==> src/rtl/pair_serial_tx.sv <==
// Bit-serial transmitter for (x, y) operand pairs with first/last framing,
// ready backpressure and per-frame bitwise-equality summaries (all/any XNOR).
module pair_serial_tx #(
  parameter int unsigned WIDTH     = 8,
  parameter bit          MSB_FIRST = 1'b1
) (
  input  logic             clk,
  input  logic             reset,
  input  logic             in_valid,
  output logic             in_ready,
  input  logic [WIDTH-1:0] x_in,
  input  logic [WIDTH-1:0] y_in,
  output logic             ser_valid,
  input  logic             ser_ready,
  output logic             ser_x,
  output logic             ser_y,
  output logic             ser_first,
  output logic             ser_last,
  output logic             done,
  output logic             all_eq,
  output logic             any_eq
);

  localparam int unsigned CNT_W = $clog2(WIDTH);
  localparam logic [CNT_W-1:0] LAST_CNT = CNT_W'(WIDTH - 1);

  typedef enum logic {IDLE, SHIFT} state_t;

  state_t             r_state, w_state_nxt;
  logic [WIDTH-1:0]   r_sx, r_sy, w_sx_nxt, w_sy_nxt;
  logic [CNT_W-1:0]   r_cnt, w_cnt_nxt;
  logic               r_and, r_or, w_and_nxt, w_or_nxt;
  logic               r_in_ready, r_ser_valid, r_first, r_last;
  logic               r_done, r_all_eq, r_any_eq;
  logic               w_in_ready_nxt, w_ser_valid_nxt, w_first_nxt, w_last_nxt;
  logic               w_done_nxt, w_all_eq_nxt, w_any_eq_nxt;
  logic               w_head_x, w_head_y, w_match, w_accept, w_xfer;
  logic [WIDTH-1:0]   w_sx_shift, w_sy_shift;

  // Head bit is the one currently on the wire; shifting moves the next bit into it.
  assign w_head_x   = MSB_FIRST ? r_sx[WIDTH-1] : r_sx[0];
  assign w_head_y   = MSB_FIRST ? r_sy[WIDTH-1] : r_sy[0];
  assign w_sx_shift = MSB_FIRST ? {r_sx[WIDTH-2:0], 1'b0} : {1'b0, r_sx[WIDTH-1:1]};
  assign w_sy_shift = MSB_FIRST ? {r_sy[WIDTH-2:0], 1'b0} : {1'b0, r_sy[WIDTH-1:1]};
  assign w_match    = ~(w_head_x ^ w_head_y);
  assign w_accept   = r_in_ready & in_valid;
  assign w_xfer     = r_ser_valid & ser_ready;

  always_comb begin
    w_state_nxt  = r_state;
    w_sx_nxt     = r_sx;
    w_sy_nxt     = r_sy;
    w_cnt_nxt    = r_cnt;
    w_and_nxt    = r_and;
    w_or_nxt     = r_or;
    w_done_nxt   = 1'b0;
    w_all_eq_nxt = r_all_eq;
    w_any_eq_nxt = r_any_eq;

    case (r_state)
      IDLE: begin
        if (w_accept) begin
          w_sx_nxt    = x_in;
          w_sy_nxt    = y_in;
          w_cnt_nxt   = '0;
          w_and_nxt   = 1'b1;
          w_or_nxt    = 1'b0;
          w_state_nxt = SHIFT;
        end
      end
      SHIFT: begin
        if (w_xfer) begin
          w_and_nxt = r_and & w_match;
          w_or_nxt  = r_or | w_match;
          if (r_cnt == LAST_CNT) begin
            // Final results include this last beat's contribution.
            w_state_nxt  = IDLE;
            w_done_nxt   = 1'b1;
            w_all_eq_nxt = r_and & w_match;
            w_any_eq_nxt = r_or | w_match;
          end else begin
            w_sx_nxt  = w_sx_shift;
            w_sy_nxt  = w_sy_shift;
            w_cnt_nxt = r_cnt + CNT_W'(1);
          end
        end
      end
      default: w_state_nxt = IDLE;
    endcase

    w_in_ready_nxt  = (w_state_nxt == IDLE);
    w_ser_valid_nxt = (w_state_nxt == SHIFT);
    w_first_nxt     = (w_state_nxt == SHIFT) && (w_cnt_nxt == '0);
    w_last_nxt      = (w_state_nxt == SHIFT) && (w_cnt_nxt == LAST_CNT);
  end

  always_ff @(posedge clk) begin
    if (reset) begin
      r_state     <= IDLE;
      r_sx        <= '0;
      r_sy        <= '0;
      r_cnt       <= '0;
      r_and       <= 1'b0;
      r_or        <= 1'b0;
      r_in_ready  <= 1'b1;
      r_ser_valid <= 1'b0;
      r_first     <= 1'b0;
      r_last      <= 1'b0;
      r_done      <= 1'b0;
      r_all_eq    <= 1'b0;
      r_any_eq    <= 1'b0;
    end else begin
      r_state     <= w_state_nxt;
      r_sx        <= w_sx_nxt;
      r_sy        <= w_sy_nxt;
      r_cnt       <= w_cnt_nxt;
      r_and       <= w_and_nxt;
      r_or        <= w_or_nxt;
      r_in_ready  <= w_in_ready_nxt;
      r_ser_valid <= w_ser_valid_nxt;
      r_first     <= w_first_nxt;
      r_last      <= w_last_nxt;
      r_done      <= w_done_nxt;
      r_all_eq    <= w_all_eq_nxt;
      r_any_eq    <= w_any_eq_nxt;
    end
  end

  assign in_ready  = r_in_ready;
  assign ser_valid = r_ser_valid;
  assign ser_x     = w_head_x;
  assign ser_y     = w_head_y;
  assign ser_first = r_first;
  assign ser_last  = r_last;
  assign done      = r_done;
  assign all_eq    = r_all_eq;
  assign any_eq    = r_any_eq;

endmodule

==> config.mk <==
export PLATFORM = sky130hd
export DESIGN_NAME = pair_serial_tx
export DESIGN_NICKNAME = d
export VERILOG_FILES = /design/src/rtl/pair_serial_tx.sv
export SDC_FILE = /design/constraint.sdc
export NUM_CORES = 1
export LEC_CHECK = 0
export CORE_MARGIN = 8
export CORE_UTILIZATION = 35
export DETAILED_ROUTE_END_ITERATION = 6
export HOLD_SLACK_MARGIN = 0.03
export SKIP_CTS_REPAIR_TIMING = 1
export SKIP_LAST_GASP = 1
export SYNTH_ARGS = -nofsm -noshare
export SYNTH_HDL_FRONTEND = slang
export SYNTH_SLANG_ARGS = --single-unit
==> constraint.sdc <==
create_clock -name clk -period 1.9 [get_ports clk]
set_clock_uncertainty 0.05 [all_clocks]
set_input_delay 0.57 -clock clk [delete_from_list [all_inputs] [get_ports clk]]
set_output_delay 0.57 -clock clk [all_outputs]
set_load 0.02 [all_outputs]
## Word level (Yosys, flattened, before mapping)

Index checks and enable logic that the tools add are counted.

- Bitwise logic cells: 9
- Shifts and indexed selects: 0
- $mul: 0
- $add $sub $neg: 1
- Divide/modulo/power cells: 0
- Reduce and logical (&&, ||, !) cells: 7
- Eq/ne operators: 5
- Muxes and demuxes: 23
- Order comparisons: 0

Operators by type and width:

| operator | number |
|---|---|
| 8-bit 2-to-1 mux | 6 |
| 8-bit one-hot mux with 2 select lines | 2 |
| 3-bit 2-to-1 mux | 3 |
| 1-bit 2-to-1 mux | 8 |
| 3-bit == test (second input constant) | 2 |
| 1-bit one-hot mux with 2 select lines | 3 |
| 3-bit one-hot mux with 2 select lines | 1 |
| 3-bit AND reduction | 2 |
| 2-bit inequality test (second input constant) | 2 |
| 1-bit NOT | 4 |
| 3-bit by 1-bit adder with 3-bit output (second input constant) | 1 |
| 1-bit AND | 3 |
| 3-bit logical NOT | 1 |
| 3-bit OR reduction | 1 |
| 1-bit logical AND | 2 |
| 2-bit by 1-bit inequality test with 1-bit output (second input constant) | 1 |
| 2-bit AND reduction | 1 |
| 1-bit bitwise OR | 1 |
| 1-bit XOR | 1 |

- Bits of input ports: 20
- Output and inout port bits: 9
- Memories kept: 0
- Bits in read-only memories: 0
- Logic and storage cells: 57
- Flip-flop bits (word level): 28
- Bits in writable memories: 0
- Latch bits: 0

## Depth between registers and ports, before layout

Gate-level depths: netlist of run 1.

- Depth in word-level cells: 6
- Gate-level depth with buffers: 5

## Least setup slack after synthesis of run 1

OpenSTA, ideal clock, no wires.

- Path kind: reg2reg
- From: register r_cnt[1]
- To: register r_sy[5]
- Setup time: 0.145 ns
- Path slack: 0.431 ns
- Period minus slack after synthesis: 1.469 ns
- Stages on the path, launching flop included: 6
- Arrival time: 1.274 ns
- Path through: dfxtp_1 -> ha_1 -> nand2_2 -> buf_4 -> a211oi_1 -> a211oi_2

- Cells in the longest elaborated chain, start to end: 3

RTL lines:

| item | line | source |
|---|---|---|
| start: declaration | 31 | `logic [CNT_W-1:0] r_cnt, w_cnt_nxt;` |
| start signal: assignment | 116 | `r_cnt <= w_cnt_nxt;` |
| 3-bit == test | 75 | `if (r_cnt == LAST_CNT) begin` |
| 2-bit inequality test (no source line) | -- |  |
| 3-bit AND reduction (no source line) | -- |  |
| end signal: assignment | 115 | `r_sy <= w_sy_nxt;` |
| end: declaration | 30 | `logic [WIDTH-1:0] r_sx, r_sy, w_sx_nxt, w_sy_nxt;` |

No other way between the ends.
A chain may end at the register's enable or synchronous reset.

## Final worst setup path of run 1

- From: register r_ser_valid (netlist: ser_valid)
- To: output port ser_valid

RTL lines:

| item | line | source |
|---|---|---|
| start: declaration | 33 | `logic r_in_ready, r_ser_valid, r_first, r_last;` |
| start signal: assignment | 120 | `r_ser_valid <= w_ser_valid_nxt;` |
| end: declaration | 13 | `output logic ser_valid,` |

No word-level cell between the ends.

==> flow_summary.yaml, run 1 <==
drt:
  vias: 1168
  wirelength_mm: 3.434
  drt_first_pass_iters: 4
  drc: 0
  ant_nets: 0
  wl_per_cell_um: 15.90
  avgViaCountPerCell: 5.407
  initialDrtViolationCount: 42
global_route:
  grt_pass1_vias: 1243
  grt_pass1_wl_mm: 5.782
  grt_max_degree: 22
  grt_usage_pct: 11.20
  antenna_found_initial: 0
  grt_remaining_overflow: 0
clocking:
  cts_sinks: 28
  clock_path_buffers: 2
  clock_latency_ps: 280
  cts_tree: "built"
  cts_max_level: 1
  clk_pin_slew_worst_paths_ps: 90
  cts.root.buffer_cell: "clkbuf_8"
  cts_buffers: 3
final_layout:
  antenna_cells: 0
  reg.largest.list: "r_sx x8, r_sy x8, r_cnt x3"
  final_cell_mix: "dfxtp_1 (28), clkdlybuf4s50_1 (25), a211oi_2 (18), mux2i_1 (14), buf_4 (13)"
  final_area_sq_um: 1914
  syn2layout_area_growth_pct: 31.56
  final_common_cell: "dfxtp_1"
  final_layout_size_suffix_gt1_share_pct: 27.71
  fin_nets: 188
  utilization_pct: 47.86
place:
  hpwl_mm: 2.521
  portBuffers: 28
  place_area_sq_um: 1836
  place_congestion: 0.8939
power:
  power.density_nw_per_um2: 770.3
  peakVddDrop_mv: 0.5264
  p_total_mw: 1.475
  leakage_nw: 0.7036
synthesis:
  synth_fa_ha_area_share_pct: 0.8598
  synth.yosys.seq_area_share_pct: 38.52
  synthMuxAreaShare_pct: 9.630
  syn_avg_cell_area_sq_um: 11.11
  synthesis.area_sq_um: 1455
  synth_seq_cells: 28
  synth_compound_area_share_pct: 31.90
  ys_types: 36
  synth_xor_area_share_pct: 1.204
  netlist_instances: 131
  synth_top_family_by_area: "compound AO/OA/AOI/OAI gates"
  synth_simple_gate_area_share_pct: 10.23
  synth_nets: 152
  ys_warn_count: 0
sta:
  rsz0062_at_grt: "false"
  fin_crit_ps: 1847
  setup_viol: 0
  tns_ps: 0
  fmax_mhz: 541.5
  hold_slack_ps: 413.1
  min_period_over_period_pct: 97.19
  relSlewSlack_pct: 71.74
  slew_viol_final: 0
  hold_viol_final: 0
  worst_pin_slew_ps: 422.4
worst_setup_path:
  endpoint_kind: "output port"
  path_delay_family: "buffers and inverters"
  path_depth: 1
  rr_worst_depth: 4
  cp.buffers_inverters: 1
  cp_slowest_stage_delay_ps: 610
  worstSetupPathType: "reg -> out"
  crit_chain: "clkdlybuf4s50_1"
  critical_path_required_ps: 1280
  critPathLaunchType: "register"
  critPathSlowestCell: "clkdlybuf4s50_1"
  worst-path-max-fanout: 2
  arrival_ps: 1230
floorplan:
  die_w_um: 80.48
  ioPinCount: 29
  dieArea_sq_um: 6477
  rows: 23
  core_area_sq_um: 4000
  start_util_pct: 36.38
  dieHeight_um: 80.48
status:
  status: "finished, final reports clean"
flow_run:
  drv_cap: 0
min_path:
  hold_depth: 2
  hp-class: "reg -> reg"
==> synthesized netlist by cell type <==
library cell	count	area, sq um
dfxtp_1	28	560.5
a211oi_2	18	225.2
mux2i_1	14	140.1
a211oi_1	11	82.58
a21oi_1	7	35.03
nor2_1	5	18.77
buf_6	4	45.04
nand3_1	4	20.02
o211ai_1	4	30.03
inv_1	3	11.26
and3b_1	2	17.52
buf_1	2	7.510
buf_2	2	10.01
buf_4	2	15.01
nand2_1	2	7.510
nand2_2	2	12.51
nor3_1	2	10.01
a2111oi_2	1	15.01
a22oi_1	1	7.510
a2bb2oi_1	1	8.760
a31oi_1	1	6.260
and2_1	1	6.260
and2_4	1	8.760
and4_4	1	11.26
buf_8	1	15.01
clkbuf_4	1	7.510
ha_1	1	12.51
nand3_2	1	10.01
nand3b_4	1	20.02
nand4_1	1	6.260
o2111a_1	1	11.26
o211ai_4	1	21.27
o21ai_0	1	5.000
o21ai_4	1	16.27
xnor2_1	1	8.760
xor2_1	1	8.760
==> cells by family after synthesis <==
| group | count (synthesis) |
|---|---|
| compound gates | 48 |
| flops | 28 |
| simple gates | 23 |
| buf+inv | 15 |
| mux | 14 |
| xor+xnor | 2 |
| fa+ha+maj | 1 |
==> per-layer routing <==
| layer | track usage, % | share of wire [%] | vias to the layer above |
|---|---|---|---|
| met5 | 0 | 0 | - |
| met4 | 2.000 | 0.61 | 0 |
| met3 | 3.795 | 5.0 | 4 |
| met2 | 19.97 | 50 | 20 |
| met1 | 12.57 | 44 | 570 |
| li1 | - | - | 574 |
==> report_power, final <==
part           leakage [nW]  switching, mW  internal, mW
clock                0.0357          0.192         0.282
sequential            0.230         0.0314         0.634
combinational         0.438          0.159         0.177
==> worst paths after layout <==
path | start | endpoint | slack [ps]
max | ser_valid$_SDFF_PP0_ | ser_valid | 50
min reg2reg | all_eq$_SDFFE_PP0P_ | all_eq$_SDFFE_PP0P_ | 410
max reg2reg | r_cnt[1]$_SDFF_PP0_ | r_sx[7]$_SDFFE_PP0P_ | 210
min | all_eq$_SDFFE_PP0P_ | all_eq$_SDFFE_PP0P_ | 410
==> layout make-up <==
type,count,area [sq um]
clock inverters,1,30.03
clock buffers,3,41.29
repair buffers,43,425.4
inverters,3,11.26
well taps,50,62.56
multi-input cells,88,783.3
flip-flops and latches,28,560.5
fillers,378,2086
==> worst reg2reg max path, delay by kind of cell, from the launching register on <==
| family | cells | cell delay [ps] |
|---|---|---|
| flip-flops | 1 | 430 |
| AO/OA/AOI/OAI | 2 | 430 |
| adder cells (fa/ha/maj) | 1 | 350 |
| AND/OR/NAND/NOR | 1 | 320 |
==> stage by stage <==
stage / worst slack [ps] / instances
6_report: 53.43 / 216
5_1_grt: 2.517 / 216
4_1_cts: -78.95 / 216
3_5_place_dp: -88.07 / 212
3_3_place_gp: -58.84 / 212
2_1_floorplan: 431.3 / 131
Note: power is estimated with default switching activity, not from simulation.
==> inputs of run 2 (changes only) <==
- CELL_PAD_IN_SITES_DETAIL_PLACEMENT: unset -> 1
- CELL_PAD_IN_SITES_GLOBAL_PLACEMENT: unset -> 1
- CTS_CLUSTER_DIAMETER: unset -> 40
- PLACE_DENSITY_LB_ADDON: unset -> 0.1
- SKIP_CTS_REPAIR_TIMING: 1 -> unset
==> run 2 against run 1 <==
  * Die area stayed put
  * Critical path type unchanged
  * Cell count decreased by 1.9%
  * Largest cell class unchanged
  * Sequential power about the same
  * Final area shrank 1.5%
  * Clock power decreased by 21%
  * Fmax grew 0.31%
  * Core utilization fell by 0.72 points
  * Via count decreased by 2.4%
  * Global-route usage is 0.56 points higher
  * Largest power group unchanged
  * Worst setup slack improved by 5.8 ps
  * Non-clock buffer count is 4 lower
  * Register-to-register slack gained 40 ps
==> flow_summary.yaml, run 2 (synthesis results as in run 1) <==
floorplan:
  ioPinCount: 29
  dieHeight_um: 80.48
  dieArea_sq_um: 6477
  rows: 23
  die_w_um: 80.48
  start_util_pct: 36.38
  core_area_sq_um: 4000
worst_setup_path:
  worstSetupPathType: "reg -> out"
  critPathLaunchType: "register"
  arrival_ps: 1220
  r2r_setup_slack_ps: 250
  crit_chain: "clkdlybuf4s50_1"
  path_delay_family: "buffers and inverters"
  endpoint_kind: "output port"
  critical_path_required_ps: 1280
  worst-path-max-fanout: 2
  cp.buffers_inverters: 1
  cp_slowest_stage_delay_ps: 610
  critPathSlowestCell: "clkdlybuf4s50_1"
sta:
  min_period_over_period_pct: 96.88
  tns_ps: 0
  hold_slack_ps: 441.5
  hold_viol_final: 0
  setup_viol: 0
  slew_viol_final: 0
  rsz0062_at_grt: "false"
  relSlewSlack_pct: 71.12
  layout_setup_ws_ps: 59.23
  fin_crit_ps: 1841
  fmax_mhz: 543.3
  worst_pin_slew_ps: 431.6
clocking:
  cts_buffers: 3
  cts_max_level: 1
  post_cts_buffers: 0
  cts_sinks: 28
  clock_latency_ps: 280
  cts.root.buffer_cell: "clkbuf_8"
  clock_path_buffers: 2
  clk_pin_slew_worst_paths_ps: 100
  cts_tree: "built"
global_route:
  antenna_found_initial: 0
  grt_usage_pct: 11.76
  grt_max_degree: 22
  grt_remaining_overflow: 0
  grt_pass1_wl_mm: 6.244
  grt_pass1_vias: 1251
final_layout:
  antenna_cells: 0
  final_area_sq_um: 1886
  nFillCells: 439
  multi_input_area_sq_um: 783.3
  final_cell_mix: "dfxtp_1 (28), clkdlybuf4s50_1 (25), a211oi_2 (18), mux2i_1 (14), a211oi_1 (11)"
  final_common_cell: "dfxtp_1"
  fin_nets: 184
  ff_latch_area_sq_um: 560.5
  syn2layout_area_growth_pct: 29.58
  reg.largest.list: "r_sx x8, r_sy x8, r_cnt x3"
  final_layout_size_suffix_gt1_share_pct: 25.93
  fin_cells: 212
place:
  post-place-ws_ps: -93.62
  place_area_sq_um: 1831
  hpwl_mm: 2.698
  place_congestion: 0.8206
  portBuffers: 28
  numPlacedInstances: 208
power:
  internal_power_mw: 0.9985
  p_clk_share_pct: 27.1
  seq_power_share_pct: 47.9
  switching_share_pct: 27.91
  peakVddDrop_mv: 0.3407
  p_comb_share_pct: 25.0
  power.density_nw_per_um2: 734.6
  leakage_nw: 0.6752
  p_switching_mw: 0.3866
drt:
  wl_per_cell_um: 17.48
  avgViaCountPerCell: 5.377
  drc: 0
  initialDrtViolationCount: 44
  ant_nets: 0
  vias: 1140
  wirelength_mm: 3.705
  drt_first_pass_iters: 3
status:
  status: "finished, final reports clean"
flow_run:
  drv_cap: 0
min_path:
  hp-class: "reg -> reg"
run 2: cell count changes in the layout (fill, tap and decap cells not counted):
cell / delta
bufinv_16: -1
dlymetal6s2s_1: -2
buf_4: -6
clkbuf_8: +1
buf_12: +2
dlygate4sd2_1: +2
run 2: power by group through the flow:
stage	combinational (mW)	clock (mW)	sequential (mW)
after global routing	0.376	0.411	0.670
after global placement	0.344	0	0.676
after detailed placement	0.354	0	0.679
after floorplan	0.210	0	0.685
final	0.347	0.375	0.664
after CTS	0.352	0.387	0.665
run 2: repair_timing:
| action | 4_1_cts | 5_1_grt |
|---|---|---|
| hold buffers | 0 | 0 |
| setup endpoints to repair | 2 | 1 |
| gates resized for setup | 2 | 1 |
| gates cloned | 0 | 0 |
run 2: final cells by class:
type	count	area share, %
Clock buffer	4	2.920
Multi-Input combinational cell	88	41.54
Tap cell	50	3.318
Inverter	3	0.5972
Timing Repair Buffer	39	21.90
Sequential cell	28	29.73
run 2: worst paths after layout:
check / start / endpoint / cells past startpoint
worst min-delay path: all_eq$_SDFFE_PP0P_ / all_eq$_SDFFE_PP0P_ / 2
worst max-delay path: ser_valid$_SDFF_PP0_ / ser_valid / 1
worst max register to register: r_cnt[1]$_SDFF_PP0_ / r_sy[7]$_SDFFE_PP0P_ / 4
worst min register to register: all_eq$_SDFFE_PP0P_ / all_eq$_SDFFE_PP0P_ / 2
run 2: routing by layer:
| layer | global-route usage, % | vias to the layer above | part of all wire, % |
|---|---|---|---|
| met5 | 0 | - | 0 |
| li1 | - | 563 | - |
| met2 | 20.37 | 17 | 50 |
| met3 | 3.237 | 2 | 5.8 |
| met4 | 2.909 | 0 | 0.62 |
| met1 | 13.83 | 558 | 44 |
run 2: metrics by stage:
step	power, mW	util [%]
after floorplan	0.8956	-
after global placement	1.020	45.76
after detailed placement	1.032	45.76
after CTS	1.403	47.08
after global routing	1.458	47.14
final	1.385	47.14
